File: config.mk
export PLATFORM = sky130hd
export DESIGN_NAME = approx_mul_inverse_div
export DESIGN_NICKNAME = d
export VERILOG_FILES = /design/src/rtl/approx_mul_inverse_div.sv
export SDC_FILE = /design/constraint.sdc
export NUM_CORES = 1
export LEC_CHECK = 0
export CAP_MARGIN = 25
export CORE_UTILIZATION = 56
export CTS_CLUSTER_DIAMETER = 120
export DETAILED_ROUTE_END_ITERATION = 7
export HOLD_SLACK_MARGIN = 0.1
export PLACE_DENSITY = 0.94
export SLEW_MARGIN = 20
export SYNTH_ARGS = -nofsm -noshare
export SYNTH_HDL_FRONTEND = slang
export SYNTH_SLANG_ARGS = --single-unit
File: constraint.sdc
create_clock -name clk -period 5.52 [get_ports clk]
set_input_delay 1.656 -clock clk [delete_from_list [all_inputs] [get_ports clk]]
set_output_delay 1.656 -clock clk [all_outputs]
set_load 0.005 [all_outputs]
File: src/rtl/approx_mul_inverse_div.sv
// rtl/approx_mul_inverse_div.sv - restoring radix-2 divider that recovers x = z / y from an 8x8 product
//
// Optional feature macro: DIV_ROUND_EN (round-to-nearest quotient, ties up).
//
// Ports:
//   clk        in   1      clock, all logic on rising edge
//   rst        in   1      synchronous active-high reset
//   in_valid   in   1      dividend/divisor presented
//   in_ready   out  1      idle, operands accepted on in_valid
//   z          in   2*DW   dividend (product)
//   y          in   DW     divisor (known operand)
//   out_valid  out  1      result held until accepted
//   out_ready  in   1      downstream accepts result
//   q          out  DW     quotient (recovered x)
//   r          out  DW     remainder
//   div0       out  1      divisor was zero
//   ovf        out  1      quotient does not fit in DW bits
module approx_mul_inverse_div #(
    parameter int DW = 8
) (
    input  logic            clk,
    input  logic            rst,
    input  logic            in_valid,
    output logic            in_ready,
    input  logic [2*DW-1:0] z,
    input  logic [DW-1:0]   y,
    output logic            out_valid,
    input  logic            out_ready,
    output logic [DW-1:0]   q,
    output logic [DW-1:0]   r,
    output logic            div0,
    output logic            ovf
);

    localparam int CW = (DW > 1) ? $clog2(DW) : 1;

    typedef enum logic [1:0] {
        IDLE = 2'd0,
        BUSY = 2'd1,
        DONE = 2'd2
    } state_t;

    state_t state, state_nx;

    logic [DW-1:0] y_reg;
    logic [DW-1:0] z_lo;
    logic [DW-1:0] rem;
    logic [CW-1:0] cnt;

    logic          capture;
    logic          pre_div0;
    logic          pre_ovf;

    logic [DW:0]   partial;
    logic [DW:0]   diff;
    logic          take;
    logic [DW-1:0] rem_nx;
    logic [DW-1:0] q_nx;
    logic          last_iter;
    logic [DW-1:0] q_fin;
    logic          ovf_fin;

    assign in_ready  = (state == IDLE);
    assign out_valid = (state == DONE);
    assign capture   = in_valid && in_ready;

    // The high half of z is the initial partial remainder; if it already
    // reaches y the quotient cannot fit in DW bits, so skip the iterations.
    assign pre_div0 = (y == '0);
    assign pre_ovf  = !pre_div0 && (z[2*DW-1:DW] >= y);

    // rem < y holds throughout BUSY, so rem_nx always fits in DW bits.
    assign partial   = {rem, z_lo[cnt]};
    assign diff      = partial - {1'b0, y_reg};
    assign take      = (partial >= {1'b0, y_reg});
    assign rem_nx    = take ? diff[DW-1:0] : partial[DW-1:0];
    assign q_nx      = {q[DW-2:0], take};
    assign last_iter = (cnt == '0);

`ifdef DIV_ROUND_EN
    logic [DW:0] rem_x2;
    logic        round_up;
    logic        q_all_ones;

    assign rem_x2     = {rem_nx, 1'b0};
    assign round_up   = (rem_x2 >= {1'b0, y_reg});
    assign q_all_ones = &q_nx;
    // Rounding the largest quotient up would wrap, so saturate and flag it.
    assign q_fin      = (round_up && !q_all_ones) ? (q_nx + {{(DW-1){1'b0}}, 1'b1}) : q_nx;
    assign ovf_fin    = round_up && q_all_ones;
`else
    assign q_fin      = q_nx;
    assign ovf_fin    = 1'b0;
`endif

    always_ff @(posedge clk) begin
        if (rst) begin
            state <= IDLE;
        end else begin
            state <= state_nx;
        end
    end

    always_comb begin
        state_nx = state;
        case (state)
            IDLE: begin
                if (capture) begin
                    state_nx = (pre_div0 || pre_ovf) ? DONE : BUSY;
                end
            end
            BUSY: begin
                if (last_iter) begin
                    state_nx = DONE;
                end
            end
            DONE: begin
                if (out_ready) begin
                    state_nx = IDLE;
                end
            end
            default: state_nx = IDLE;
        endcase
    end

    always_ff @(posedge clk) begin
        if (rst) begin
            y_reg <= '0;
            z_lo  <= '0;
            rem   <= '0;
            cnt   <= '0;
            q     <= '0;
            r     <= '0;
            div0  <= 1'b0;
            ovf   <= 1'b0;
        end else begin
            case (state)
                IDLE: begin
                    if (capture) begin
                        y_reg <= y;
                        z_lo  <= z[DW-1:0];
                        rem   <= z[2*DW-1:DW];
                        cnt   <= CW'(DW - 1);
                        r     <= '0;
                        if (pre_div0) begin
                            q    <= '1;
                            div0 <= 1'b1;
                            ovf  <= 1'b0;
                        end else if (pre_ovf) begin
                            q    <= '1;
                            div0 <= 1'b0;
                            ovf  <= 1'b1;
                        end else begin
                            q    <= '0;
                            div0 <= 1'b0;
                            ovf  <= 1'b0;
                        end
                    end
                end
                BUSY: begin
                    rem <= rem_nx;
                    if (last_iter) begin
                        q   <= q_fin;
                        r   <= rem_nx;
                        ovf <= ovf_fin;
                    end else begin
                        q   <= q_nx;
                        cnt <= cnt - 1'b1;
                    end
                end
                default: ;
            endcase
        end
    end

endmodule

; ---- Word level (Yosys, flattened, before mapping)
; Index checks and enable logic that the tools add are counted.
[totals]
ff_bits = 47
inputBits = 28
output_inout_bits = 20
elab_cells = 59
[op_classes]
n_addsub = 2
n_lt_le_gt_ge = 3
n_eq_ne = 6
mux = 26
n_reduce_logical = 13
[op_table]
columns = cell, n
row1 = $mux 8, 7
row2 = $pmux 8 s2, 3
row3 = $ge 9x8->1, 1
row4 = $reduce_and 3->1, 3
row5 = $ge 8x8->1, 1
row6 = $logic_not 8->1, 1
row7 = $mux 2, 4
row8 = $sub 8x8->8, 1
row9 = $mux 1, 6
row10 = $mux 3, 2
row11 = $pmux 2 s3, 1
row12 = $pmux 3 s2, 1
row13 = $lt 3x4->1 const B, 1
row14 = $ne 2x1->1 const B, 2
row15 = $ne 2x2->1 const B, 2
row16 = $reduce_and 2->1, 2
row17 = $bmux 1 s3, 1
row18 = $logic_not 3->1, 1
row19 = $sub 3x1->3 const B, 1
row20 = $eq 2x1->1 const B, 1
row21 = $eq 2x2->1 const B, 1
row22 = $logic_and 1x1->1, 2
row23 = $logic_not 2->1, 1
row24 = $pmux 1 s2, 1
row25 = other kinds (3), 3

; ---- Longest topological paths before layout
[depth]
depth_word = 7
mapped_depth = 11
mapped_depth_nobuf = 11

; ---- Worst setup path after synthesis
; No wires, ideal clock.
[synth_timing]
path_kind = input -> register
start = in y[4]
end = reg q[0]
setup_ns = 0.132
t_arrival_ns = 3.197
required_ns = 5.388
setup_slack_ns = 2.190
cell_stages = 9
path_buffers = 1
cell_sequence = inv_1 ha_1 a211o_1 o211ai_1 o311ai_0 a211oi_1 nand2b_1 buf_2 a31oi_1
[synth_between]
elab_chain_cells = 7
word_cells_on_any_way = 8
cone_classes = order compare: 1 / mux: 4 / reduce/logical: 3
[synth_rtl]
columns = item, line_no
row1 = from (decl), 26  ; input logic [DW-1:0] y,
row2 = branches (longest 4 deep; another with $ge 8x8->1), --
row3 = $mux 8 (*), 145  ; if (pre_div0) begin
row4 = $mux 8 (*), 139  ; if (capture) begin
row5 = $pmux 8 s2 (*), 137  ; case (state)
row6 = to (signal assigned), 163  ; q <= q_fin;
row7 = to (signal assigned), 167  ; q <= q_nx;
row8 = to (decl), 29  ; output logic [DW-1:0] q,
; Every way passes the cells marked *. The select of a mux whose other input is x is not followed.
; A chain may end at the register's enable or synchronous reset.

; ---- Worst setup path in the final report
[layout_timing]
start = in y[4]
end = reg q[6]
; The elaborated chain is that of the path after synthesis.

==> flow_summary.json <==
{
  "antenna_found_initial": 0,
  "yosys_warnings": 0,
  "mappedNetlistNets": 370,
  "post_route_worst_hold_slack_ns": 0.449,
  "synth_edf_count": 0,
  "postCtsResizedCells": 0,
  "power-per-cell-area_nw_per_um2": 329,
  "grt_start_max_net_pins": 42,
  "worst_slack_ns": 1.72,
  "tritoncts.num_buffers": 5,
  "power.leakage_uw": 0.00124,
  "hold_buffers": 0,
  "dp_slack_ns": 1.39,
  "vias_cell": 5.95,
  "die_width_um": 70.0,
  "wl_met1_um": 2820,
  "yosys_most_used_dff": "sky130_fd_sc_hd__dfxtp_1",
  "insertion_delay_ns": 0.31,
  "post-route-min-period_ns": 3.80,
  "detailedPlacementHpwl_um": 4390,
  "timing.clock.skew_ns": 0.00658,
  "coreArea_um2": 4410,
  "finalNetCount": 410,
  "ant_nets": 0,
  "outcome": "completed",
  "port-buffer-count": 47,
  "totalWireLength_um": 6100,
  "worst_slew_pin_slew_ns": 0.757,
  "die_h_um": 70.0,
  "synth-seq-cells": 47,
  "cp.required_ns": 5.70,
  "tns_ns": 0,
  "clock_path_buffers": 2,
  "finalWeightedCongestion": 0.857,
  "ioPinCount": 48,
  "worstPathCellList": "clkdlybuf4s50_1 > inv_1 > ha_1 > a211o_1 > o211ai_1 > o311ai_0 > a211oi_1 > nand2b_1 > a31oi_1",
  "timing.max_slew.rel_slack_pct": 49.5,
  "num_vias": 2469,
  "layout.cells.most_common_list": "66 x sky130_fd_sc_hd__nand2_1, 47 x sky130_fd_sc_hd__dfxtp_1, 47 x sky130_fd_sc_hd__clkdlybuf4s50_1, 33 x sky130_fd_sc_hd__a21oi_1, 23 x sky130_fd_sc_hd__inv_1",
  "critPathMaxStageDelay_ns": 0.48,
  "insertedDiodeCount": 0,
  "number_of_pins_with_negative_max_slew_slack_in_the_final_report": 0,
  "mappedNetlistArea_um2": 2590,
  "path_buf_inv": 2,
  "synth_cells": 323,
  "met2_length_um": 2760,
  "track_usage_pct": 26.4,
  "post-cts-setup-buffers": 0,
  "grt_ovf": 0,
  "register_to_register_path_setup_slack_ns": 2.39,
  "final_layout_size_suffix_gt1_share_pct": 6.34,
  "worst_setup_hold_path_clk_slew_ns": 0.09,
  "layout.cells.most_common": "sky130_fd_sc_hd__nand2_1",
  "wl_per_cell_um": 14.7,
  "maxUsedRoutingLayer": "met4",
  "critPathTopFamily": "compound AO/OA/AOI/OAI gates",
  "design.die.area_um2": 4910,
  "cpMaxStageDelayCell": "sky130_fd_sc_hd__clkdlybuf4s50_1",
  "path_class": "in2reg",
  "htree_levels": 2,
  "post-route-drc-count": 0,
  "root_buffer": "sky130_fd_sc_hd__clkbuf_8",
  "grt_first_pass_wirelength_um": 10400,
  "setup.worst_path.start_class": "input pin",
  "flow.area_growth_from_synthesis_pct": 22.6,
  "floorplan.initialDensity_pct": 58.7,
  "min_path_type": "reg2reg",
  "drt_first_pass_iters": 5,
  "grt_setup_unrepaired": "no",
  "cts.sinks": 47,
  "crit_path_end_kind": "flop",
  "synth_cell_types": 46,
  "final-setup-viol-count": 0,
  "cts_tree": "yes",
  "first_global_vias": 2268,
  "ir_drop_uv": 213,
  "max_cap_viol": 0,
  "std_cell_rows": 24,
  "drtIter0Drc": 185,
  "hold_viol": 0,
  "syn_area_per_cell_um2": 8.03,
  "period_share_pct": 68.9,
  "timing.critical_path.fanout_max": 8,
  "critical_path_arrival_ns": 3.98,
  "max_clock_freq_mhz": 263,
  "postSynth.asyncResetShare_pct": 0,
  "wl_met3_um": 348,
  "synth.yosys.seq_area_share_pct": 36.3
}
worst register-to-register path, stage by stage (launching register included):
cell	delay (ns)
sky130_fd_sc_hd__dfxtp_1	0.45
sky130_fd_sc_hd__mux4_2	0.53
sky130_fd_sc_hd__mux2i_1	0.25
sky130_fd_sc_hd__ha_1	0.22
sky130_fd_sc_hd__nor2b_1	0.06
sky130_fd_sc_hd__o31a_1	0.30
sky130_fd_sc_hd__o31a_4	0.32
sky130_fd_sc_hd__o21bai_4	0.35
sky130_fd_sc_hd__mux2_2	0.41
sky130_fd_sc_hd__o21ai_0	0.15
logic make-up after synthesis:
logic type	Yosys count	synth area share, %
AND/OR/NAND/NOR	115	19.7
multiplexers	9	4.49
adder cells (fa/ha/maj)	19	9.46
buffers and inverters	40	6.37
flip-flops	47	36.3
AO/OA/AOI/OAI	90	22.7
XOR/XNOR	3	1.01
synthesized netlist by cell type, types with 2 or more instances:
master / number / area, µm²
sky130_fd_sc_hd__buf_1: 2 / 7.51
sky130_fd_sc_hd__a21o_1: 4 / 30.0
sky130_fd_sc_hd__or3_1: 2 / 12.5
sky130_fd_sc_hd__nand3_1: 10 / 50.1
sky130_fd_sc_hd__a32o_1: 2 / 20.0
sky130_fd_sc_hd__or4_1: 2 / 15.0
sky130_fd_sc_hd__o21ai_1: 6 / 30.0
sky130_fd_sc_hd__o22ai_1: 2 / 12.5
sky130_fd_sc_hd__dfxtp_1: 47 / 941
sky130_fd_sc_hd__a21oi_1: 33 / 165
sky130_fd_sc_hd__o21ai_0: 8 / 40.0
sky130_fd_sc_hd__a31o_2: 5 / 43.8
sky130_fd_sc_hd__clkbuf_1: 8 / 30.0
sky130_fd_sc_hd__nor2b_1: 5 / 31.3
sky130_fd_sc_hd__nor3_1: 3 / 15.0
sky130_fd_sc_hd__a22oi_1: 2 / 15.0
sky130_fd_sc_hd__ha_1: 18 / 225
sky130_fd_sc_hd__nand2_1: 66 / 248
sky130_fd_sc_hd__and3_1: 2 / 12.5
sky130_fd_sc_hd__mux4_2: 2 / 45.0
sky130_fd_sc_hd__nand4_1: 3 / 18.8
sky130_fd_sc_hd__a31oi_1: 10 / 62.6
sky130_fd_sc_hd__inv_1: 23 / 86.3
sky130_fd_sc_hd__or2_2: 3 / 18.8
sky130_fd_sc_hd__mux2i_1: 6 / 60.1
sky130_fd_sc_hd__buf_2: 6 / 30.0
sky130_fd_sc_hd__o2bb2ai_1: 2 / 17.5
sky130_fd_sc_hd__nand2b_1: 5 / 31.3
sky130_fd_sc_hd__nor2_1: 13 / 48.8
sky130_fd_sc_hd__a211oi_1: 5 / 37.5
sky130_fd_sc_hd__xnor2_1: 2 / 17.5
sky130_fd_sc_hd__a211o_1: 2 / 17.5
report_power, final:
group | internal, µW | switching (µW)
Clock | 132 | 119
Sequential | 372 | 28.1
Combinational | 180 | 213
Total | 684 | 360
cell type report:
cell class,instances,area (µm²)
Fill cell,350,1240
Inverter,23,86.3
Clock inverter,2,37.5
Timing Repair Buffer,50,493
Clock buffer,5,68.8
Multi-Input combinational cell,236,1490
Tap cell,52,65.1
Sequential cell,47,941
final timing paths:
kind	endpoint	depth (start not counted)	from
setup / recovery	q[6]	9	y[4]
hold / removal	r[3]	2	r[3]
setup reg to reg	r[0]	9	cnt[0]
hold reg to reg	r[3]	2	r[3]
routing by layer:
| layer | global-route usage (%) | up-vias |
|---|---|---|
| met4 | 10.4 | 0 |
| met1 | 34.9 | 1136 |
| met2 | 41.9 | 96 |
| li1 | - | 1216 |
| met3 | 5.92 | 21 |
| met5 | 0 | - |
stage by stage:
step / total power [µW] / util, % / area [µm²] / instances
2_1_floorplan: 692 / - / 2590 / 323
3_3_place_gp: 777 / 69.6 / 3070 / 408
3_5_place_dp: 792 / 69.6 / 3070 / 408
4_1_cts: 1040 / 72.0 / 3180 / 415
5_1_grt: 1100 / 72.0 / 3180 / 415
6_report: 1040 / 72.0 / 3180 / 415
Note: power is estimated with default switching activity, not from simulation.
